==> src/rtl/atm_pkg.sv <==
// atm_pkg -- shared definitions for the ATM keypad entry block.
//   Key codes produced by the keypad scanner, the entry-state encoding
//   visible on entry_state, and the largest amount that can be delivered.
package atm_pkg;

  // Keypad codes 0-9 are digits; A-D are command keys; E/F never valid.
  localparam logic [3:0] KEY_DIGIT_MAX = 4'h9;
  localparam logic [3:0] KEY_CLEAR     = 4'hA;
  localparam logic [3:0] KEY_BACK      = 4'hB;
  localparam logic [3:0] KEY_ENTER     = 4'hC;
  localparam logic [3:0] KEY_CANCEL    = 4'hD;

  // Largest amount representable on the 16-bit amount output.
  localparam logic [15:0] AMOUNT_LIMIT = 16'd65535;

  typedef enum logic [1:0] {
    ENTRY_IDLE = 2'd0,
    ENTRY_PIN  = 2'd1,
    ENTRY_AMT  = 2'd2
  } entry_state_e;

  function automatic logic is_digit(input logic [3:0] code);
    return code <= KEY_DIGIT_MAX;
  endfunction

endpackage

==> src/rtl/atm_dec_accum.sv <==
// atm_dec_accum -- decimal accumulator for amount entry.
//   clk    : clock, rising edge
//   rst    : synchronous active-high reset, clears the accumulator
//   clr    : clear accumulator to 0
//   push   : append digit (acc*10+digit) unless that would overflow
//   pop    : drop last digit (acc/10)
//   digit  : decimal digit 0-9 to append
//   acc    : current accumulated value
//   ovf    : appending digit now would exceed AMOUNT_LIMIT
// clr wins over push, push over pop; the caller never asserts more than one.
module atm_dec_accum
  import atm_pkg::*;
(
  input  logic        clk,
  input  logic        rst,
  input  logic        clr,
  input  logic        push,
  input  logic        pop,
  input  logic [3:0]  digit,
  output logic [15:0] acc,
  output logic        ovf
);

  // 65535*10+9 fits in 20 bits, so the candidate never wraps.
  logic [19:0] pushed;

  assign pushed = ({4'h0, acc} * 20'd10) + {16'h0, digit};
  assign ovf    = pushed > {4'h0, AMOUNT_LIMIT};

  always_ff @(posedge clk) begin
    if (rst || clr) begin
      acc <= '0;
    end else if (push && !ovf) begin
      acc <= pushed[15:0];
    end else if (pop) begin
      acc <= acc / 16'd10;
    end
  end

endmodule

==> src/rtl/atm_keypad_entry.sv <==
// atm_keypad_entry -- PIN / amount entry controller for an ATM keypad.
//   clk          : clock, rising edge
//   rst          : synchronous active-high reset
//   pin_req      : pulse, open PIN entry (wins when both requests arrive)
//   amount_req   : pulse, open amount entry
//   key_valid    : strobe, key_code valid this cycle
//   key_code     : 0-9 digit, A clear, B backspace, C enter, D cancel
//   pin_input    : last delivered PIN, 4 packed BCD digits, first in [15:12]
//   pin_valid    : pulse, pin_input updated
//   amount       : last delivered amount, unsigned binary
//   amount_valid : pulse, amount updated
//   digit_count  : digits held in the open entry
//   entry_state  : 0 idle, 1 PIN, 2 amount
//   key_err      : pulse, key rejected
//   cancel       : pulse, entry cancelled by the user
//   timeout      : pulse, entry abandoned by inactivity
// Build option: define ATM_KEYPAD_TIMEOUT_EN to build the inactivity timer;
// otherwise timeout is tied low and TIMEOUT_CYCLES only gets range-checked.
//
// state      | meaning
// -----------+-------------------------------------------------
// ST_IDLE    | no entry open, keys ignored, waiting for a request
// ST_PIN     | collecting up to 4 PIN digits
// ST_AMT     | accumulating a decimal amount up to AMOUNT_LIMIT
module atm_keypad_entry
  import atm_pkg::*;
#(
  parameter int unsigned TIMEOUT_CYCLES = 1000
)
(
  input  logic        clk,
  input  logic        rst,
  input  logic        pin_req,
  input  logic        amount_req,
  input  logic        key_valid,
  input  logic [3:0]  key_code,
  output logic [15:0] pin_input,
  output logic        pin_valid,
  output logic [15:0] amount,
  output logic        amount_valid,
  output logic [2:0]  digit_count,
  output logic [1:0]  entry_state,
  output logic        key_err,
  output logic        cancel,
  output logic        timeout
);

  localparam logic [1:0] ST_IDLE = ENTRY_IDLE;
  localparam logic [1:0] ST_PIN  = ENTRY_PIN;
  localparam logic [1:0] ST_AMT  = ENTRY_AMT;

  localparam logic [2:0] PIN_DIGITS    = 3'd4;
  localparam logic [2:0] AMT_COUNT_MAX = 3'd7;

  if (TIMEOUT_CYCLES == 0) begin : g_bad_timeout
    $error("atm_keypad_entry: TIMEOUT_CYCLES must be at least 1");
  end

  logic [1:0]  state, st_n;
  logic [15:0] pin_buf, buf_n;
  logic [2:0]  cnt_n;
  logic [15:0] pin_input_n, amount_n;
  logic        pin_valid_n, amount_valid_n, key_err_n, cancel_n;
  logic        close_entry, expired;

  logic        acc_clr, acc_push, acc_pop, acc_ovf;
  logic [15:0] acc;

  atm_dec_accum u_accum (
    .clk   (clk),
    .rst   (rst),
    .clr   (acc_clr),
    .push  (acc_push),
    .pop   (acc_pop),
    .digit (key_code),
    .acc   (acc),
    .ovf   (acc_ovf)
  );

  always_comb begin
    st_n           = state;
    buf_n          = pin_buf;
    cnt_n          = digit_count;
    pin_input_n    = pin_input;
    amount_n       = amount;
    pin_valid_n    = 1'b0;
    amount_valid_n = 1'b0;
    key_err_n      = 1'b0;
    cancel_n       = 1'b0;
    close_entry    = 1'b0;
    acc_clr        = 1'b0;
    acc_push       = 1'b0;
    acc_pop        = 1'b0;

    case (state)
      ST_IDLE: begin
        if (pin_req || amount_req) begin
          st_n    = pin_req ? ST_PIN : ST_AMT;
          buf_n   = '0;
          cnt_n   = '0;
          acc_clr = 1'b1;
        end
      end

      ST_PIN: begin
        if (key_valid) begin
          if (is_digit(key_code)) begin
            if (digit_count < PIN_DIGITS) begin
              buf_n = {pin_buf[11:0], key_code};
              cnt_n = digit_count + 3'd1;
            end else begin
              key_err_n = 1'b1;
            end
          end else begin
            case (key_code)
              KEY_CLEAR: begin
                buf_n = '0;
                cnt_n = '0;
              end
              KEY_BACK: begin
                if (digit_count != 3'd0) begin
                  buf_n = {4'h0, pin_buf[15:4]};
                  cnt_n = digit_count - 3'd1;
                end else begin
                  key_err_n = 1'b1;
                end
              end
              KEY_ENTER: begin
                if (digit_count == PIN_DIGITS) begin
                  pin_input_n = pin_buf;
                  pin_valid_n = 1'b1;
                  close_entry = 1'b1;
                end else begin
                  key_err_n = 1'b1;
                end
              end
              KEY_CANCEL: begin
                cancel_n    = 1'b1;
                close_entry = 1'b1;
              end
              default: key_err_n = 1'b1;
            endcase
          end
        end else if (expired) begin
          close_entry = 1'b1;
        end
      end

      ST_AMT: begin
        if (key_valid) begin
          if (is_digit(key_code)) begin
            if (!acc_ovf) begin
              acc_push = 1'b1;
              // Leading zeros still count as keystrokes, hence the clamp.
              cnt_n = (digit_count == AMT_COUNT_MAX) ? AMT_COUNT_MAX
                                                     : digit_count + 3'd1;
            end else begin
              key_err_n = 1'b1;
            end
          end else begin
            case (key_code)
              KEY_CLEAR: begin
                acc_clr = 1'b1;
                cnt_n   = '0;
              end
              KEY_BACK: begin
                if (digit_count != 3'd0) begin
                  acc_pop = 1'b1;
                  cnt_n   = digit_count - 3'd1;
                end else begin
                  key_err_n = 1'b1;
                end
              end
              KEY_ENTER: begin
                if (digit_count != 3'd0) begin
                  amount_n       = acc;
                  amount_valid_n = 1'b1;
                  close_entry    = 1'b1;
                end else begin
                  key_err_n = 1'b1;
                end
              end
              KEY_CANCEL: begin
                cancel_n    = 1'b1;
                close_entry = 1'b1;
              end
              default: key_err_n = 1'b1;
            endcase
          end
        end else if (expired) begin
          close_entry = 1'b1;
        end
      end

      default: st_n = ST_IDLE;
    endcase

    if (close_entry) begin
      st_n    = ST_IDLE;
      buf_n   = '0;
      cnt_n   = '0;
      acc_clr = 1'b1;
    end
  end

  always_ff @(posedge clk) begin
    if (rst) begin
      state        <= ST_IDLE;
      pin_buf      <= '0;
      digit_count  <= '0;
      pin_input    <= '0;
      amount       <= '0;
      pin_valid    <= 1'b0;
      amount_valid <= 1'b0;
      key_err      <= 1'b0;
      cancel       <= 1'b0;
    end else begin
      state        <= st_n;
      pin_buf      <= buf_n;
      digit_count  <= cnt_n;
      pin_input    <= pin_input_n;
      amount       <= amount_n;
      pin_valid    <= pin_valid_n;
      amount_valid <= amount_valid_n;
      key_err      <= key_err_n;
      cancel       <= cancel_n;
    end
  end

  assign entry_state = state;

`ifdef ATM_KEYPAD_TIMEOUT_EN
  localparam int unsigned     TO_W    = $clog2(TIMEOUT_CYCLES + 1);
  localparam logic [TO_W-1:0] TO_LOAD = TO_W'(TIMEOUT_CYCLES);

  logic [TO_W-1:0] to_cnt;
  logic            timeout_q;

  // Loaded on entry and on every key; a key on the terminal cycle wins.
  assign expired = (state != ST_IDLE) && !key_valid && (to_cnt == TO_W'(1));

  always_ff @(posedge clk) begin
    if (rst) begin
      to_cnt    <= '0;
      timeout_q <= 1'b0;
    end else begin
      timeout_q <= expired;
      if (state == ST_IDLE) begin
        if (pin_req || amount_req) begin
          to_cnt <= TO_LOAD;
        end
      end else if (key_valid) begin
        to_cnt <= TO_LOAD;
      end else if (!expired) begin
        to_cnt <= to_cnt - TO_W'(1);
      end
    end
  end

  assign timeout = timeout_q;
`else
  assign expired = 1'b0;
  assign timeout = 1'b0;
`endif

endmodule

==> config.mk <==
export PLATFORM = sky130hd
export DESIGN_NAME = atm_keypad_entry
export DESIGN_NICKNAME = d
export VERILOG_FILES = /design/src/rtl/atm_pkg.sv /design/src/rtl/atm_dec_accum.sv /design/src/rtl/atm_keypad_entry.sv
export SDC_FILE = /design/constraint.sdc
export NUM_CORES = 1
export LEC_CHECK = 0
export CORE_MARGIN = 3
export CORE_UTILIZATION = 29
export CTS_CLUSTER_DIAMETER = 120
export CTS_CLUSTER_SIZE = 30
export DETAILED_ROUTE_END_ITERATION = 10
export PLACE_DENSITY = 0.46
export SETUP_SLACK_MARGIN = 0.15
export SKIP_LAST_GASP = 1
export SLEW_MARGIN = 10
export SYNTH_ARGS = -nofsm -noshare
export SYNTH_HDL_FRONTEND = slang
export SYNTH_HIERARCHICAL = 1
export SYNTH_SLANG_ARGS = --single-unit
==> constraint.sdc <==
create_clock -name clk -period 10.3 [get_ports clk]
set_input_delay 1.03 -clock clk [delete_from_list [all_inputs] [get_ports clk]]
set_output_delay 1.03 -clock clk [all_outputs]
set_load 0.05 [all_outputs]
Word level (Yosys, flattened, before mapping)
Index checks and enable logic that the tools add are counted.
Storage, ports and cells
  bits in registers: 73
  input port bits: 9
Cells by class
  add/subtract/negate cells: 3
  $mul: 1
  div/mod/pow operators: 1
  $lt $le $gt $ge: 3
  eq/ne operators: 15
  multiplexer cells: 58
  bitwise gates (word level): 6
  reduce and logical (&&, ||, !) cells: 21
Operator list (count)
  two-way mux 16 bit: 7
  one-hot mux 16 bit (2 select lines): 2
  two-way mux 1 bit: 28
  two-way mux 3 bit: 9
  adder 20 x 4 -> 20 bit: 1
  greater-than comparator 20 x 16 -> 1 bit, second input constant: 1
  multiplier 16 x 3 -> 19 bit, second input constant: 1
  divider 16 x 4 -> 16 bit, second input constant: 1
  == test 4 bit, second input constant: 4
  one-hot mux 1 bit (2 select lines): 6
  AND reduction 6 bit: 2
  AND reduction 5 bit: 2
  OR reduction 5 bit: 2
  one-hot mux 3 bit (3 select lines): 1
  inequality test 4 bit, second input constant: 2
  OR reduction 2 bit: 4
  == test 3 bit, second input constant: 2
  inequality test 2 bit, second input constant: 3
  inequality test 3 bit, second input constant: 2
  NOT 1 bit: 6
  one-hot mux 3 bit (2 select lines): 1
  nonzero test 3 bit: 2
  <= comparator 4 bit, second input constant: 1
  two-way mux 2 bit: 2
  14 further kinds: 16

Logic depth before layout (Yosys ltp)
Gate-level depths: netlist of run 1.
  depth in word-level cells: 9
  gate-level depth with buffers: 23
  gate-level depth less buffers: 22

By module
Netlist of run 1, hierarchy kept.
Modules (own cells, without submodules)
  atm_dec_accum: instances 1, cells an instance 517, area each 3767.4 µm²
  atm_keypad_entry: instances 1, cells an instance 328, area each 2967.8 µm²

Least setup slack after synthesis of run 1
No wires, ideal clock.
  kind: reg2reg
  from: register u_accum.acc[1]
  to: register u_accum.acc[13]
  arrival time: 4.661 ns
  required time: 10.172 ns
  slack: 5.511 ns
  stages on the path, launching flop included: 24
  path buffers: 1
  clock period less this slack: 4.789 ns
  cells stage by stage: dfxtp_1 -> ha_1 -> ha_1 -> inv_1 -> fa_1 -> nor2b_1 -> o21ai_0 -> a21boi_0 -> o21ai_0 -> a21boi_0 -> o21a_1 -> o21ai_0 -> a211oi_1 -> nor3_1 -> nor4bb_1 -> mux2i_1 -> nand2_1 -> nand3_1 -> nor3_1 -> nand3_1 -> a21oi_1 -> clkbuf_1 -> mux2i_1 -> nor2_1
Between the ends
  longest elaborated chain between the ends: 9
  elaborated cells on any way between the ends: 13
  those cells by class: 1 x add/sub; 1 x mul; 1 x div; 1 x order compare; 6 x mux; 3 x reduce/logical
Ends and longest elaborated chain
  from (decl): line atm_dec_accum.sv:20  | output logic [15:0] acc,
  from (signal assigned): line atm_dec_accum.sv:34  | acc <= pushed[15:0];
  from (signal assigned): line atm_dec_accum.sv:36  | acc <= acc / 16'd10;
  multiplier 16 x 3 -> 19 bit *: line atm_dec_accum.sv:27  | assign pushed = ({4'h0, acc} * 20'd10) + {16'h0, digit};
  adder 20 x 4 -> 20 bit *: line atm_dec_accum.sv:27
  greater-than comparator 20 x 16 -> 1 bit *: line atm_dec_accum.sv:28  | assign ovf = pushed > {4'h0, AMOUNT_LIMIT};
  via acc_ovf: line atm_keypad_entry.sv:66  | logic acc_clr, acc_push, acc_pop, acc_ovf;
  two-way mux 1 bit *: line atm_keypad_entry.sv:152  | if (!acc_ovf) begin
  two-way mux 1 bit *: line atm_keypad_entry.sv:151  | if (is_digit(key_code)) begin
  two-way mux 1 bit *: line atm_keypad_entry.sv:150  | if (key_valid) begin
  two-way mux 1 bit *: line atm_keypad_entry.sv:95  | case (state)
  via acc_push: line atm_keypad_entry.sv:66
  logical AND 1 bit *: line atm_dec_accum.sv:33  | end else if (push && !ovf) begin
  two-way mux 16 bit / nonzero test 2 bit (equally long branches)
Mark *: on every way through the listed nets, which the timed path passes. The rest lies on a longest branch. The select of a mux whose other input is x is not followed.
A chain may end at the register's enable or synchronous reset.

Worst setup path after layout of run 1
  from: register u_accum.acc[4]
  to: register u_accum.acc[1]
Same word-level chain as after synthesis.

==> results of run 1 <==
## report_power, final
part           total (mW)  internal (mW)  switching [mW]
clock network       0.325          0.190           0.135
registers           0.295          0.287         0.00816
logic               0.256         0.0903           0.166
total               0.876          0.567           0.309
## worst max-delay path: stages (launching register included)
cell	delay (ps)
dfxtp_1	930
ha_1	390
ha_1	300
a21o_1	180
a21oi_1	210
o21ai_0	120
a21oi_1	230
o21ai_0	110
a21oi_1	310
xnor2_1	240
and3_1	250
and3_1	220
nor4bb_1	380
o21ai_0	200
nand2_1	100
nand3_1	140
nor3_1	230
nand3_1	100
a21oi_2	120
buf_4	330
a21oi_1	100
a221oi_2	240
## cell type report
type	count	area, sq um
inverter	37	139
clock buffer	9	225
tap	285	357
clock inverter	7	78.8
multi-input combinational	672	4790
fill	2398	15100
sequential	73	1460
timing repair buffer	63	596
## kinds of logic after synthesis
logic type               synth area share, %
flip-flops                              21.7
multiplexers                            6.89
AO/OA/AOI/OAI                           28.6
AND/OR/NAND/NOR                         23.2
adder cells (fa/ha/maj)                 8.14
other                                 0.0557
buffers and inverters                   7.41
XOR/XNOR                                4.01
## synth_stat cells (all sizes together), types with 5 or more instances
cell type	n
nor2	88
dfxtp	73
a21oi	63
o21ai	59
nand2	45
mux2i	43
buf	39
ha	39
inv	36
clkbuf	24
xnor2	24
nand3	21
nor3	20
a211oi	18
nand4	17
nor2b	14
and3	12
o211ai	12
a22o	10
a31oi	10
nand2b	10
o311ai	10
nand3b	9
a211o	7
a21boi	7
a221oi	7
o21a	6
o22ai	6
or3	6
xor2	6
a21o	5
a22oi	5
a32oi	5
nor4	5
o221ai	5
## path summary, 6_finish.rpt
kind	start	end	slack, ps	cells after the start
max	u_accum/acc[4]	u_accum/acc[1]	4790	21
min	pin_input[12]	pin_input[12]	490	2
max reg2reg	u_accum/acc[4]	u_accum/acc[1]	4790	21
min reg2reg	pin_input[12]	pin_input[12]	490	2
## metal layers
metal	vias to the layer above	wire length, um	GRT usage (%)
li1	3196	-	-
met1	3011	9670	21.6
met2	124	9050	25.2
met3	15	639	2.42
met4	0	218	3.11
met5	-	0	0
## sequential cells by signal (all words and copies together), names as in the netlist
register,flops
amount,16
pin_buf,16
pin_input,16
u_accum/acc,16
digit_count,3
entry_state,2
amount_valid,1
cancel,1
key_err,1
pin_valid,1
## stage by stage
| step | hold slack (ps) | worst slack (ps) | power [mW] |
|---|---|---|---|
| 6_report | 491 | 4790 | 0.876 |
| 3_5_place_dp | 483 | 4810 | 0.556 |
| 3_3_place_gp | 471 | 4960 | 0.558 |
| 2_1_floorplan | 466 | 5510 | 0.499 |
| 4_1_cts | 502 | 4770 | 0.886 |
| 5_1_grt | 526 | 4130 | 0.927 |
==> metrics.cfg, run 1 <==
[run_status]
status = finished, final reports clean

[sta]
skew_ps = 12.2
slew_headroom_pct = 35.5
finalSetupTns_ps = 0
rsz0062_at_grt = no
worstMarginPinSlew_ps = 964
slew_violations = 0
hold_violations = 0
setup_violations = 0
fmax_mhz = 181
period_minus_slack_ps = 5510
period_share_pct = 53.5

[synth]
async_flop_share_pct = 0
synthesis.nets = 895
yosysTopAreaCellShare_pct = 21.7
ys_seq_area_share_pct = 21.7
synth-edff-count = 0
synthCells = 845
yosys.area.top_type = dfxtp_1
ys_types = 102
synth_area_sq_mm = 0.00674
synthFlopType = dfxtp_1
yosys-top-cells-area = dfxtp_1, ha_1, mux2i_1
syn_avg_cell_area_sq_um = 7.97
ys_ff_latch = 73
synth_warnings = 6

[clock_network]
cts_buffer_depth = 2
path_clk_slew_ps = 60
clock-sinks = 73
numCtsBuffers = 9
post-cts-setup-buffer-count = 0
clk_latency_ps = 340
cts_tree = built
cts-root-buf = clkbuf_16
cts_resized = 0
htree_levels = 3
holdBufCountCts = 0

[setup_path]
startpoint_type = flop
path_max_fanout = 28
cp-end-kind = flop
setup.worst_path.class = reg -> reg
required_ps = 10550
worst_ep_arrival_time_ps = 5760

[drt]
drtPass1Iterations = 5
route.detailed.drc = 0
vias = 6346
drt_iter0_markers = 374
ant_nets = 0
via_per_inst = 5.54
drt-wirelength-per-cell_um = 17.1
wl_um = 19600

[run]
maxCapViolCount = 0

[min_path]
hold_class = reg -> reg

[final_layout]
finish.net_count = 906
drive_above_1_share_pct = 8.71
n_antenna_cell = 0
area_delta_synth_final_pct = 13.6
layout_commonest_cell = nor2_1
fin_util_pct = 33.7
layout_common_cells = nor2_1, dfxtp_1, a21oi_1
design_area_sq_mm = 0.00765
final_cells = 1146

[placed_design]
place.gp.congestion = 0.798
io_buffers = 49
placed_cells = 1130
dpl_cell_area_sq_mm = 0.00735
dp_hpwl_um = 13700

[floorplan]
rows = 55
core_area_sq_mm = 0.0227
die_y_um = 158
initial_core_util_pct = 29.7
die_area_sq_mm = 0.0251
die_w_um = 158
ios = 51

[grt]
antenna_found_initial = 0
grt_pass1_vias = 5907
grt_pass1_wl_um = 31700
grt_usage_pct = 15.4
grt-ovfl-total = 0
grt_max_degree = 41

[pwr]
ir_drop_mv = 0.0734
p_per_area_mw_per_mm2 = 114
p_leak_nw = 2.70

Power figures use the tool's default switching activity.
==> inputs of run 2 (changes only) <==
--- a/config.mk
+++ b/config.mk
@@ -10,7 +10,7 @@
 export CTS_CLUSTER_DIAMETER = 120
 export CTS_CLUSTER_SIZE = 30
 export DETAILED_ROUTE_END_ITERATION = 10
-export PLACE_DENSITY = 0.46
+export PLACE_DENSITY = 0.48
 export SETUP_SLACK_MARGIN = 0.15
 export SKIP_LAST_GASP = 1
 export SLEW_MARGIN = 10
==> constraint.sdc (replaced) <==
create_clock -name clk -period 4.7 [get_ports clk]
set_input_delay 0.47 -clock clk [delete_from_list [all_inputs] [get_ports clk]]
set_output_delay 0.47 -clock clk [all_outputs]
set_load 0.05 [all_outputs]
==> run 2 against run 1 <==
  * Via count rose by 4.0%
  * Flip-flop and latch count stayed put
  * Critical path depth rose by 2
  * Setup slack got worse by 4600 ps
  * Critical endpoint is now u_accum/acc[2]
==> metrics.cfg, run 2 (same netlist as run 1, synthesis figures left out) <==
[run_status]
status = finished, final reports clean

[floorplan]
rows = 55
die_y_um = 158
die_w_um = 158
initial_core_util_pct = 29.7
ios = 51
core_area_sq_mm = 0.0227
die_area_sq_mm = 0.0251

[min_path]
holdPathEnd = pin_input[6]
worstHoldPathCells = 2
hold_start = pin_input[6]
hold_class = reg -> reg

[drt]
drtPass1Iterations = 5
wl_um = 20400
drt_iter0_markers = 381
route.detailed.drc = 0
vias = 6599
ant_nets = 0
via_per_inst = 5.45
drt-wirelength-per-cell_um = 16.9

[grt]
grt_pass1_vias = 6262
antenna_found_initial = 0
grt_pass1_wl_um = 33000
grt_usage_pct = 15.8
grt_max_degree = 32
grt-ovfl-total = 0

[pwr]
ir_drop_mv = 0.149
p_leak_nw = 3.12
p_per_area_mw_per_mm2 = 234

[final_layout]
fin_util_pct = 37.3
n_antenna_cell = 0
drive_above_1_share_pct = 20.6
area_delta_synth_final_pct = 25.8
layout_commonest_cell = nor2_1
design_area_sq_mm = 0.00847
layout_common_cells = nor2_1, buf_4, dfxtp_1
finish.net_count = 970

[sta]
period_minus_slack_ps = 4460
slew_headroom_pct = 35.6
slew_violations = 0
hold_violations = 0
fmax_mhz = 224
period_share_pct = 95.0
skew_ps = 6.01
worstMarginPinSlew_ps = 963
finalSetupTns_ps = 0
rsz0062_at_grt = yes
setup_violations = 0

[setup_path]
rr_endpoint = u_accum/acc[2]
setup.worst_path.class = reg -> reg
r2r-start = u_accum/acc[4]
worst_ep_arrival_time_ps = 4680
startpoint_type = flop
required_ps = 4910
path_max_fanout = 14
cp-end-kind = flop
reg2regPathDepth = 23
r2r_slack_ps = 240

[clock_network]
htree_levels = 3
numCtsBuffers = 9
cts_tree = built
clk_latency_ps = 340
clock-sinks = 73
cts_buffer_depth = 2
path_clk_slew_ps = 70
cts-root-buf = clkbuf_16

[placed_design]
dpl_cell_area_sq_mm = 0.00775
io_buffers = 49
dp_hpwl_um = 14400
place.gp.congestion = 0.833

[run]
maxCapViolCount = 0

run 2: layout make-up:
class	count	area (sq um)
Inverter	37	143
Multi-Input combinational cell	672	5040
Timing Repair Buffer	127	1160
Fill cell	2321	14200
Tap cell	285	357
Sequential cell	73	1470
Clock inverter	7	78.8
Clock buffer	9	225
run 2: per-stage QoR:
stage	worst slack [ps]	power [mW]	hold WS, ps	instances
floorplan	159	1.09	466	845
global placement	115	1.24	473	1179
detailed placement	-30.8	1.24	481	1179
CTS	163	1.98	496	1198
global route	45.2	2.08	515	1210
finish	235	1.98	492	1210
run 2: what timing repair did:
action,in CTS,in global routing
setup endpoints to repair,19,19
cloned,1,1
buffers inserted,2,11
pin swaps,4,28
hold buffers,0,0
resized for setup,8,63
run 2: layer usage:
metal	global-route usage, %	up-vias	wire length [um]
met5	0	-	0
met4	3.03	0	111
met3	1.74	8	563
met2	26.2	114	9670
met1	22.4	3164	10100
li1	-	3313	-
run 2: report_power, final:
part	total, mW	internal, mW	switching (mW)
Combinational	0.619	0.236	0.383
Clock	0.722	0.417	0.305
Sequential	0.641	0.628	0.0128
run 2: how the worst max path moves through the flow:
stage                        start              end  slack, ps  depth (start not counted)
floorplan           u_accum/acc[1]  u_accum/acc[13]        160                         23
global placement    u_accum/acc[3]   u_accum/acc[1]        120                         23
detailed placement  u_accum/acc[3]   u_accum/acc[1]        -30                         23
CTS                 u_accum/acc[3]   u_accum/acc[2]        160                         23
global route        u_accum/acc[4]   u_accum/acc[2]         50                         23
finish              u_accum/acc[4]   u_accum/acc[2]        240                         23
run 2: critical path: stages (launching register included):
cell	delay (ps)
dfxtp_1	330
ha_1	330
ha_1	300
a21o_1	190
a21oi_2	130
o21ai_0	90
a21oi_1	260
o21ai_1	110
a21oi_2	230
buf_4	160
a221o_1	170
buf_4	120
and3_4	210
nor4bb_4	340
mux2i_2	130
nand2_1	130
nand3_2	130
nor3_2	170
nand3_2	110
a21oi_4	240
buf_6	150
buf_16	140
a211o_1	110
a21oi_1	60
==> inputs of run 3 (changes only) <==
--- a/config.mk
+++ b/config.mk
@@ -10,9 +10,8 @@
 export CTS_CLUSTER_DIAMETER = 120
 export CTS_CLUSTER_SIZE = 30
 export DETAILED_ROUTE_END_ITERATION = 10
-export PLACE_DENSITY = 0.48
+export PLACE_DENSITY = 0.46
 export SETUP_SLACK_MARGIN = 0.15
-export SKIP_LAST_GASP = 1
 export SLEW_MARGIN = 10
 export SYNTH_ARGS = -nofsm -noshare
 export SYNTH_HDL_FRONTEND = slang
==> constraint.sdc (replaced) <==
create_clock -name clk -period 4.9 [get_ports clk]
set_input_delay 0.49 -clock clk [delete_from_list [all_inputs] [get_ports clk]]
set_output_delay 0.49 -clock clk [all_outputs]
set_load 0.05 [all_outputs]
==> run 3 against run 2 <==
  * Clock-buffer cell count unchanged
  * Critical path depth down 1
  * Power down 2.5%
  * Register-to-register slack better by 90 ps
  * Sequential share of layout area up 0.42 points
  * Die area unchanged
  * Critical endpoint is now u_accum/acc[11]
  * Largest cell class unchanged
==> metrics.cfg, run 3 (same netlist as run 1, synthesis figures left out) <==
[run_status]
status = finished, final reports clean

[clock_network]
cts_buffer_depth = 2
clk_latency_ps = 350
clock-sinks = 73
cts_tree = built
numCtsBuffers = 9
cts-root-buf = clkbuf_16
holdBufCountCts = 0
htree_levels = 3
path_clk_slew_ps = 60

[sta]
fmax_mhz = 219
slew_violations = 0
rsz0062_at_grt = no
period_minus_slack_ps = 4580
skew_ps = 9.44
finalSetupTns_ps = 0
hold_violations = 0
holdWs_ps = 491
worstMarginPinSlew_ps = 993
setup_ws_ps = 325
period_share_pct = 93.4
setup_violations = 0
slew_headroom_pct = 33.6

[floorplan]
ios = 51
core_area_sq_mm = 0.0227
die_area_sq_mm = 0.0251
die_y_um = 158
initial_core_util_pct = 29.7
rows = 55
die_w_um = 158

[placed_design]
dp_hpwl_um = 14500
place_ws_ps = 145
dpl_cell_area_sq_mm = 0.00773
place.gp.congestion = 0.846
io_buffers = 49

[final_layout]
seq_area_sq_mm = 0.00146
design_area_sq_mm = 0.00822
layout_common_cells = nor2_1, dfxtp_1, buf_4
n_fill_cell = 2363
finish.net_count = 957
multi_input_area_sq_mm = 0.00489
fin_util_pct = 36.2
drive_above_1_share_pct = 15.7
n_antenna_cell = 0
area_delta_synth_final_pct = 22.0
layout_commonest_cell = nor2_1

[run]
maxCapViolCount = 0

[grt]
grt_pass1_wl_um = 32100
grt_pass1_vias = 6069
grt_max_degree = 41
grt-ovfl-total = 0
grt_usage_pct = 15.6
antenna_found_initial = 0

[setup_path]
path_max_fanout = 27
worst_ep_arrival_time_ps = 4840
setup.worst_path.class = reg -> reg
startpoint_type = flop
cp-end-kind = flop
required_ps = 5160

[pwr]
p_per_area_mw_per_mm2 = 235
comb_power_share_pct = 29.9
pwr-share-seq_pct = 31.9
p_leak_nw = 3.02
clock_power_share_pct = 38.2
p_sw_mw = 0.659
cell_internal_pwr_mw = 1.27
p_sw_share_pct = 34.1
ir_drop_mv = 0.145

[drt]
via_per_inst = 5.46
route.detailed.drc = 0
drt_iter0_markers = 444
drt-wirelength-per-cell_um = 16.9
ant_nets = 0
drtPass1Iterations = 5
wl_um = 20200
vias = 6541

[min_path]
hold_class = reg -> reg

run 3: layout make-up:
cell class	count	share of cell area, %
repair buffers	114	12.7
inverters	37	1.69
clock inverters	7	1.25
clock buffers	9	2.74
flip-flops and latches	73	17.8
multi-input cells	672	59.5
well taps	285	4.34
run 3: metrics by stage:
stage | cells | power (mW)
after floorplan | 845 | 1.05
after global placement | 1178 | 1.20
after detailed placement | 1178 | 1.19
after CTS | 1194 | 1.94
after global routing | 1197 | 2.03
final | 1197 | 1.93
run 3: worst max-delay path: stages, from the launching register on:
cell       delay (ps)
dfxtp_1           360
buf_6             240
ha_1              280
ha_1              320
inv_1              90
o21ai_0           100
a21oi_1           230
o21ai_1           110
a21oi_2           230
o21ai_0           120
a221o_1           360
and4_2            230
nor4bb_4          320
buf_4             160
o21ai_2            70
nand2_1            80
nand3_2           120
nor3_2            140
nand3_1           140
a21oi_4           280
clkbuf_16         210
a211oi_1           50
a211oi_1          210
run 3: final timing paths:
check	start	end	slack, ps	depth (start not counted)
max	u_accum/acc[4]	u_accum/acc[11]	320	22
min reg2reg	amount[3]	amount[3]	490	2
min	amount[3]	amount[3]	490	2
max reg2reg	u_accum/acc[4]	u_accum/acc[11]	320	22
run 3: repair_timing:
item / 4_1_cts / 5_1_grt
setup endpoints to repair: 8 / 19
buffers inserted: 0 / 1
pin swaps: 0 / 13
cloned: 0 / 2
resized for setup: 2 / 27
run 3: power by group through the flow:
stage          sequential, mW  combinational, mW  clock (mW)
2_1_floorplan           0.644              0.404           0
3_3_place_gp            0.629              0.572           0
3_5_place_dp            0.629              0.562           0
4_1_cts                 0.616              0.565       0.760
5_1_grt                 0.617              0.631       0.781
6_report                0.616              0.578       0.739
run 3: per-layer routing:
metal,routed length [um],global-route usage (%),share of wire [%],up-vias
met5,0,0,0,-
met2,9370,25.0,46,136
met3,702,1.58,3.5,17
li1,-,-,-,3295
met4,236,4.34,1.2,0
met1,9860,22.3,49,3093
